==> src/rtl/axil_cfg_pkg.sv <==
// Shared types and AXI constants for the AXI4-Lite style register command sequencer.
package axil_cfg_pkg;

   typedef enum logic [1:0] {
      OP_WRITE = 2'd0,
      OP_READ  = 2'd1,
      OP_POLL  = 2'd2
   } op_e;

   typedef enum logic [2:0] {
      ST_IDLE      = 3'd0,
      ST_WR_REQ    = 3'd1,
      ST_WR_RESP   = 3'd2,
      ST_RD_REQ    = 3'd3,
      ST_RD_DATA   = 3'd4,
      ST_POLL_WAIT = 3'd5,
      ST_RESP      = 3'd6
   } state_e;

   localparam logic [2:0] AXI_SIZE_4B    = 3'd2;
   localparam logic [1:0] AXI_BURST_INCR = 2'b01;
   localparam logic [1:0] AXI_RESP_OKAY  = 2'b00;

   function automatic logic poll_match(input logic [31:0] rdata,
                                       input logic [31:0] expect_val,
                                       input logic [31:0] mask);
      return ((rdata ^ expect_val) & mask) == 32'd0;
   endfunction

endpackage

==> src/rtl/axil_cfg_sequencer.sv <==
// Executes WRITE/READ/POLL register commands as single-beat AXI4 transactions
// and returns one response per command.
module axil_cfg_sequencer
   import axil_cfg_pkg::*;
#(
   parameter int ADDR_WIDTH = 40,
   parameter int DATA_WIDTH = 32,
   parameter int ID_WIDTH   = 6,
   parameter int AXI_ID     = 1,
   parameter int POLL_GAP   = 4,
   parameter int POLL_MAX   = 1024
) (
   input  logic                            clk,
   input  logic                            rst,
   input  logic                            cmd_valid,
   output logic                            cmd_ready,
   input  logic [1:0]                      cmd_op,
   input  logic [ADDR_WIDTH-1:0]           cmd_addr,
   input  logic [DATA_WIDTH-1:0]           cmd_data,
   input  logic [DATA_WIDTH-1:0]           cmd_mask,
   output logic                            rsp_valid,
   input  logic                            rsp_ready,
   output logic [DATA_WIDTH-1:0]           rsp_data,
   output logic                            rsp_err,
   output logic                            rsp_timeout,
   output logic [$clog2(POLL_MAX+1)-1:0]   rsp_polls,
   output logic                            busy,
   output logic [ID_WIDTH-1:0]             s_axi_awid,
   output logic [ADDR_WIDTH-1:0]           s_axi_awaddr,
   output logic [7:0]                      s_axi_awlen,
   output logic [2:0]                      s_axi_awsize,
   output logic [1:0]                      s_axi_awburst,
   output logic                            s_axi_awlock,
   output logic [3:0]                      s_axi_awcache,
   output logic [2:0]                      s_axi_awprot,
   output logic                            s_axi_awvalid,
   input  logic                            s_axi_awready,
   output logic [DATA_WIDTH-1:0]           s_axi_wdata,
   output logic [DATA_WIDTH/8-1:0]         s_axi_wstrb,
   output logic                            s_axi_wlast,
   output logic                            s_axi_wvalid,
   input  logic                            s_axi_wready,
   input  logic [ID_WIDTH-1:0]             s_axi_bid,
   input  logic [1:0]                      s_axi_bresp,
   input  logic                            s_axi_bvalid,
   output logic                            s_axi_bready,
   output logic [ID_WIDTH-1:0]             s_axi_arid,
   output logic [ADDR_WIDTH-1:0]           s_axi_araddr,
   output logic [7:0]                      s_axi_arlen,
   output logic [2:0]                      s_axi_arsize,
   output logic [1:0]                      s_axi_arburst,
   output logic                            s_axi_arlock,
   output logic [3:0]                      s_axi_arcache,
   output logic [2:0]                      s_axi_arprot,
   output logic                            s_axi_arvalid,
   input  logic                            s_axi_arready,
   input  logic [ID_WIDTH-1:0]             s_axi_rid,
   input  logic [DATA_WIDTH-1:0]           s_axi_rdata,
   input  logic [1:0]                      s_axi_rresp,
   input  logic                            s_axi_rlast,
   input  logic                            s_axi_rvalid,
   output logic                            s_axi_rready
);

   localparam int PW = $clog2(POLL_MAX + 1);
   localparam int GW = (POLL_GAP > 0) ? $clog2(POLL_GAP + 1) : 1;
   localparam logic [PW-1:0] POLL_LIMIT = PW'(POLL_MAX);
   localparam logic [GW-1:0] GAP_LAST   = (POLL_GAP > 0) ? GW'(POLL_GAP - 1) : {GW{1'b0}};

   state_e                  state_r, next_state_s;
   op_e                     op_r;
   logic [ADDR_WIDTH-1:0]   addr_r;
   logic [DATA_WIDTH-1:0]   data_r, mask_r, rsp_data_r;
   logic [PW-1:0]           poll_cnt_r, poll_inc_s;
   logic [GW-1:0]           gap_cnt_r;
   logic                    aw_done_r, w_done_r, rsp_err_r, rsp_timeout_r;
   logic                    r_err_s, match_s, poll_last_s, timeout_s;
   logic                    unused_s;

   assign poll_inc_s  = poll_cnt_r + {{(PW-1){1'b0}}, 1'b1};
   assign r_err_s     = (s_axi_rresp != AXI_RESP_OKAY);
   assign match_s     = poll_match(s_axi_rdata, data_r, mask_r);
   assign poll_last_s = (poll_inc_s == POLL_LIMIT);
   assign timeout_s   = (op_r == OP_POLL) & ~r_err_s & ~match_s & poll_last_s;
   assign unused_s    = ^{s_axi_bid, s_axi_rid, s_axi_rlast};

   // state register
   always_ff @(posedge clk) begin
      if (rst) begin
         state_r <= ST_IDLE;
      end else begin
         state_r <= next_state_s;
      end
   end

   // next-state decode
   always_comb begin
      next_state_s = state_r;
      case (state_r)
         ST_IDLE: begin
            if (cmd_valid) begin
               next_state_s = (cmd_op == OP_WRITE) ? ST_WR_REQ : ST_RD_REQ;
            end else begin
               next_state_s = ST_IDLE;
            end
         end
         ST_WR_REQ: begin
            if ((aw_done_r | s_axi_awready) & (w_done_r | s_axi_wready)) begin
               next_state_s = ST_WR_RESP;
            end else begin
               next_state_s = ST_WR_REQ;
            end
         end
         ST_WR_RESP: begin
            if (s_axi_bvalid) begin
               next_state_s = ST_RESP;
            end else begin
               next_state_s = ST_WR_RESP;
            end
         end
         ST_RD_REQ: begin
            if (s_axi_arready) begin
               next_state_s = ST_RD_DATA;
            end else begin
               next_state_s = ST_RD_REQ;
            end
         end
         ST_RD_DATA: begin
            if (!s_axi_rvalid) begin
               next_state_s = ST_RD_DATA;
            end else if ((op_r != OP_POLL) || r_err_s || match_s || poll_last_s) begin
               next_state_s = ST_RESP;
            end else if (POLL_GAP == 0) begin
               next_state_s = ST_RD_REQ;
            end else begin
               next_state_s = ST_POLL_WAIT;
            end
         end
         ST_POLL_WAIT: begin
            if (gap_cnt_r == GAP_LAST) begin
               next_state_s = ST_RD_REQ;
            end else begin
               next_state_s = ST_POLL_WAIT;
            end
         end
         ST_RESP: begin
            if (rsp_ready) begin
               next_state_s = ST_IDLE;
            end else begin
               next_state_s = ST_RESP;
            end
         end
         default: next_state_s = ST_IDLE;
      endcase
   end

   // command latch, handshake tracking, poll counters and response fields
   always_ff @(posedge clk) begin
      if (rst) begin
         op_r          <= OP_WRITE;
         addr_r        <= {ADDR_WIDTH{1'b0}};
         data_r        <= {DATA_WIDTH{1'b0}};
         mask_r        <= {DATA_WIDTH{1'b0}};
         poll_cnt_r    <= {PW{1'b0}};
         gap_cnt_r     <= {GW{1'b0}};
         aw_done_r     <= 1'b0;
         w_done_r      <= 1'b0;
         rsp_data_r    <= {DATA_WIDTH{1'b0}};
         rsp_err_r     <= 1'b0;
         rsp_timeout_r <= 1'b0;
      end else begin
         case (state_r)
            ST_IDLE: begin
               if (cmd_valid) begin
                  op_r          <= (cmd_op == OP_POLL)  ? OP_POLL :
                                   (cmd_op == OP_WRITE) ? OP_WRITE : OP_READ;
                  addr_r        <= cmd_addr;
                  data_r        <= cmd_data;
                  mask_r        <= cmd_mask;
                  poll_cnt_r    <= {PW{1'b0}};
                  aw_done_r     <= 1'b0;
                  w_done_r      <= 1'b0;
                  rsp_data_r    <= {DATA_WIDTH{1'b0}};
                  rsp_err_r     <= 1'b0;
                  rsp_timeout_r <= 1'b0;
               end
            end
            ST_WR_REQ: begin
               if (s_axi_awready) aw_done_r <= 1'b1;
               if (s_axi_wready)  w_done_r  <= 1'b1;
            end
            ST_WR_RESP: begin
               if (s_axi_bvalid) rsp_err_r <= (s_axi_bresp != AXI_RESP_OKAY);
            end
            ST_RD_DATA: begin
               if (s_axi_rvalid) begin
                  rsp_data_r    <= s_axi_rdata;
                  poll_cnt_r    <= poll_inc_s;
                  gap_cnt_r     <= {GW{1'b0}};
                  rsp_err_r     <= r_err_s | timeout_s;
                  rsp_timeout_r <= timeout_s;
               end
            end
            ST_POLL_WAIT: gap_cnt_r <= gap_cnt_r + {{(GW-1){1'b0}}, 1'b1};
            default: ;
         endcase
      end
   end

   assign cmd_ready   = (state_r == ST_IDLE) & ~rst;
   assign busy        = (state_r != ST_IDLE);
   assign rsp_valid   = (state_r == ST_RESP);
   assign rsp_data    = rsp_data_r;
   assign rsp_err     = rsp_err_r;
   assign rsp_timeout = rsp_timeout_r;
   assign rsp_polls   = poll_cnt_r;

   // AW and W drop independently once their own handshake is recorded
   assign s_axi_awvalid = (state_r == ST_WR_REQ) & ~aw_done_r;
   assign s_axi_wvalid  = (state_r == ST_WR_REQ) & ~w_done_r;
   assign s_axi_bready  = (state_r == ST_WR_RESP);
   assign s_axi_arvalid = (state_r == ST_RD_REQ);
   assign s_axi_rready  = (state_r == ST_RD_DATA);

   assign s_axi_awid    = ID_WIDTH'(AXI_ID);
   assign s_axi_awaddr  = addr_r;
   assign s_axi_awlen   = 8'd0;
   assign s_axi_awsize  = AXI_SIZE_4B;
   assign s_axi_awburst = AXI_BURST_INCR;
   assign s_axi_awlock  = 1'b0;
   assign s_axi_awcache = 4'd0;
   assign s_axi_awprot  = 3'd0;
   assign s_axi_wdata   = data_r;
   assign s_axi_wstrb   = {(DATA_WIDTH/8){1'b1}};
   assign s_axi_wlast   = 1'b1;
   assign s_axi_arid    = ID_WIDTH'(AXI_ID);
   assign s_axi_araddr  = addr_r;
   assign s_axi_arlen   = 8'd0;
   assign s_axi_arsize  = AXI_SIZE_4B;
   assign s_axi_arburst = AXI_BURST_INCR;
   assign s_axi_arlock  = 1'b0;
   assign s_axi_arcache = 4'd0;
   assign s_axi_arprot  = 3'd0;

endmodule
==> config.mk <==
export PLATFORM = sky130hd
export DESIGN_NAME = axil_cfg_sequencer
export DESIGN_NICKNAME = d
export VERILOG_FILES = /design/src/rtl/axil_cfg_pkg.sv /design/src/rtl/axil_cfg_sequencer.sv
export SDC_FILE = /design/constraint.sdc
export NUM_CORES = 1
export LEC_CHECK = 0
export ABC_AREA = 1
export CORE_AREA = 2 2 151 153
export CTS_BUF_LIST = sky130_fd_sc_hd__clkbuf_8
export CTS_CLUSTER_SIZE = 30
export DETAILED_ROUTE_END_ITERATION = 10
export DIE_AREA = 0 0 153 155
export PLACE_DENSITY_LB_ADDON = 0.1
export SLEW_MARGIN = 15
export SYNTH_ARGS = -nofsm -noshare
export SYNTH_HDL_FRONTEND = slang
export SYNTH_SLANG_ARGS = --single-unit
==> constraint.sdc <==
create_clock -name clk -period 2.1 [get_ports clk]
set_clock_uncertainty 0.1 [all_clocks]
set_input_delay 0.42 -clock clk [delete_from_list [all_inputs] [get_ports clk]]
set_output_delay 0.42 -clock clk [all_outputs]
set_load 0.05 [all_outputs]
==> impl_metrics.toml <==
[routing]
dr_total_vias = 7236
via_per_inst = 4.45
remaining_drc_errors = 0
dr.pass1.iters = 6
drt_iter0_markers = 243
wire_per_inst_um = 14.6
wl_mm = 23.8
antenna_left = 0

[clock_network]
ctsHtreeMaxLevel = 4
path_clk_slew_ns = 0.09
cts_tree = "done"
postCtsSetupRepairBufs = 0
clock_sinks = 159
hold_buffers = 0
clk_latency_ns = 0.47
clockBufferDepth = 2
cts_inserted_buffers = 17
cts-root-buf = "clkbuf_8"

[sta]
max_freq_mhz = 505
min_period_ns = 1.98
slew_headroom_pct = 64.7
rsz0062_at_grt = "true"
finalHoldViolations = 0
tns_ns = 0
tightest_slew_ns = 0.532
setup_violations = 0
finalCritPeriodShare_pct = 94.4
drv_slew = 0

[die]
design.core.area_um2 = 22200
start_util_pct = 33.4
die_w_um = 153
io_pins = 388
die_y_um = 155
die_area_um2 = 23700
num_rows = 55

[placed_design]
dp_hpwl_mm = 17.7
dpl_cell_area_um2 = 10400
globalplace.congestion = 0.779
port_buffers = 315
place_inst = 1595

[power_and_ir_drop]
power.switching_w = 0.00504
powerDensity_nw_per_um2 = 1030
pwr-share-clk_pct = 20.3
swShare_pct = 46.2
vdd_drop_max_mv = 0.411
p_leak_nw = 4.90
internal_power_w = 0.00586
pwr-share-comb_pct = 45.1
power_frac_seq_pct = 34.6

[setup_path]
critical_path.slowest_cell = "dfxtp_2"
critical-path-max-stage-delay_ns = 0.37
crit_fanout = 5
critPathTopFamily = "flip-flops"
path_cells = "nor3_2 > inv_1 > nor2_2 > buf_12"
end_kind = "primary output"
required_ns = 1.58
worstPathArrival_ns = 1.46
setup.worst_path.class = "reg2out"
crit_path_start_kind = "flip-flop"
worst-path-buf-inv = 2

[final_layout]
layoutNonFillerInstCount = 1627
drive_above_1_share_pct = 8.94
final_common_cell = "nand2_1"
num_antenna_cells = 0
final_cell_mix = "348 x nand2_1, 157 x dfxtp_1, 155 x a21oi_1"
fin_nets = 1496
design_area_um2 = 10600
fillers = 2337
multi_input_area_um2 = 3200
area_delta_synth_final_pct = 43.2
seq_area_um2 = 3190
fin_util_pct = 47.8

[logic_synthesis]
ys_types = 29
syn_area_per_cell_um2 = 6.99
syn_inst = 1062
synth-seq-cells = 159
yosysWarningCount = 0
seq_area_frac_synth_pct = 42.9
synth.cell_area_um2 = 7420

[global_route]
use_met1_pct = 24.6
antenna_found_initial = 1
grt_pass1_wl_mm = 37.1
met2_usage_pct = 33.4
gr-max-usage-layer = "met2"
grt_pass1_vias = 6739
grtUsageTotal_pct = 19.8
grt_overflow_total = 0
met3_usage_pct = 6.43
grt_max_degree = 108

[run_status]
outcome = "complete, no violations"

[min_path]
hold_path.class = "in2reg"

[flow_run]
drv_cap = 0
==> flip-flops by register name, summed over array words and instances, names as in the netlist <==
signal	flops
aw_done_r	1
gap_cnt_r	3
op_r	2
rsp_timeout	1
state_r	3
rsp_err	1
w_done_r	1
rsp_data	32
s_axi_wdata	32
mask_r	32
rsp_polls	11
s_axi_araddr	40
==> power groups by stage <==
stage | registers (W) | logic (W) | clock network [W]
after detailed placement | 0.00385 | 0.00516 | 0
after CTS | 0.00377 | 0.00495 | 0.00230
after floorplan | 0.00488 | 0.00249 | 0
after global routing | 0.00384 | 0.00528 | 0.00242
final | 0.00377 | 0.00491 | 0.00222
after global placement | 0.00384 | 0.00515 | 0
==> area by class of cell <==
cell class	count	share of cell area, %
sequential	159	30.0
timing repair buffer	338	30.0
clock buffer	17	2.20
multi-input combinational	725	30.1
tap	285	3.36
inverter	88	3.11
clock inverter	15	1.28
==> cells by family (layout without fill, tap and decap cells) <==
logic type / count (synthesis) / count (layout) / synth area share [%]
buffers and inverters: 235 / 458 / 17.4
AO/OA/AOI/OAI: 208 / 208 / 14.3
AND/OR/NAND/NOR: 455 / 455 / 24.8
adder cells (fa/ha/maj): 3 / 3 / 0.506
flip-flops: 159 / 159 / 42.9
other: 2 / 59 / 0.101
==> layer usage <==
metal  up-vias  wire (um)
met4         0        295
li1       3734          -
met2       235      11400
met5         -          0
met3        23       1710
met1      3244      10300
==> synthesized netlist by cell type <==
library cell	number	share of area, %
nor2_4	3	0.46
o21ai_0	44	3.0
or2_2	1	0.084
nand2_2	3	0.25
nand4_1	2	0.17
a2111oi_0	1	0.12
a21oi_2	2	0.24
nand2_1	349	18
o21ai_1	2	0.13
buf_2	26	1.8
o22a_1	1	0.12
clkbuf_1	21	1.1
buf_4	100	10
o22ai_1	2	0.17
nor3_1	6	0.40
inv_1	83	4.2
ha_1	3	0.51
nand3b_1	2	0.20
nand3_1	40	2.7
inv_2	5	0.25
conb_1	2	0.10
a21oi_1	155	10
and2_1	2	0.17
dfxtp_1	159	43
nor2_2	1	0.084
nor4_1	2	0.17
nor2_8	1	0.27
o211a_1	1	0.13
nor2_1	43	2.2
==> metrics by stage <==
step,hold slack (ns),total power [W],setup slack [ns]
2_1_floorplan,0.330,0.00737,0.0294
3_3_place_gp,0.343,0.00899,-0.105
3_5_place_dp,0.350,0.00901,-0.0906
4_1_cts,0.145,0.0110,0.00953
5_1_grt,0.165,0.0115,0.0125
6_report,0.179,0.0109,0.118
==> path summary, 6_finish.rpt <==
path | startpoint | endpoint | slack (ns) | cells past startpoint
min | rst | rsp_polls[7] | 0.18 | 2
min reg2reg | rsp_data[25] | rsp_data[25] | 0.36 | 2
max reg2reg | rsp_polls[1] | rsp_err | 0.22 | 11
max | state_r[2] | s_axi_awvalid | 0.12 | 4
==> repair_timing <==
item | in CTS | in global routing
endpoints found under the hold margin | 0 | 0
gates resized for setup | 131 | 8
endpoints found under the setup margin | 130 | 5
(Power assumes the default switching activity.)
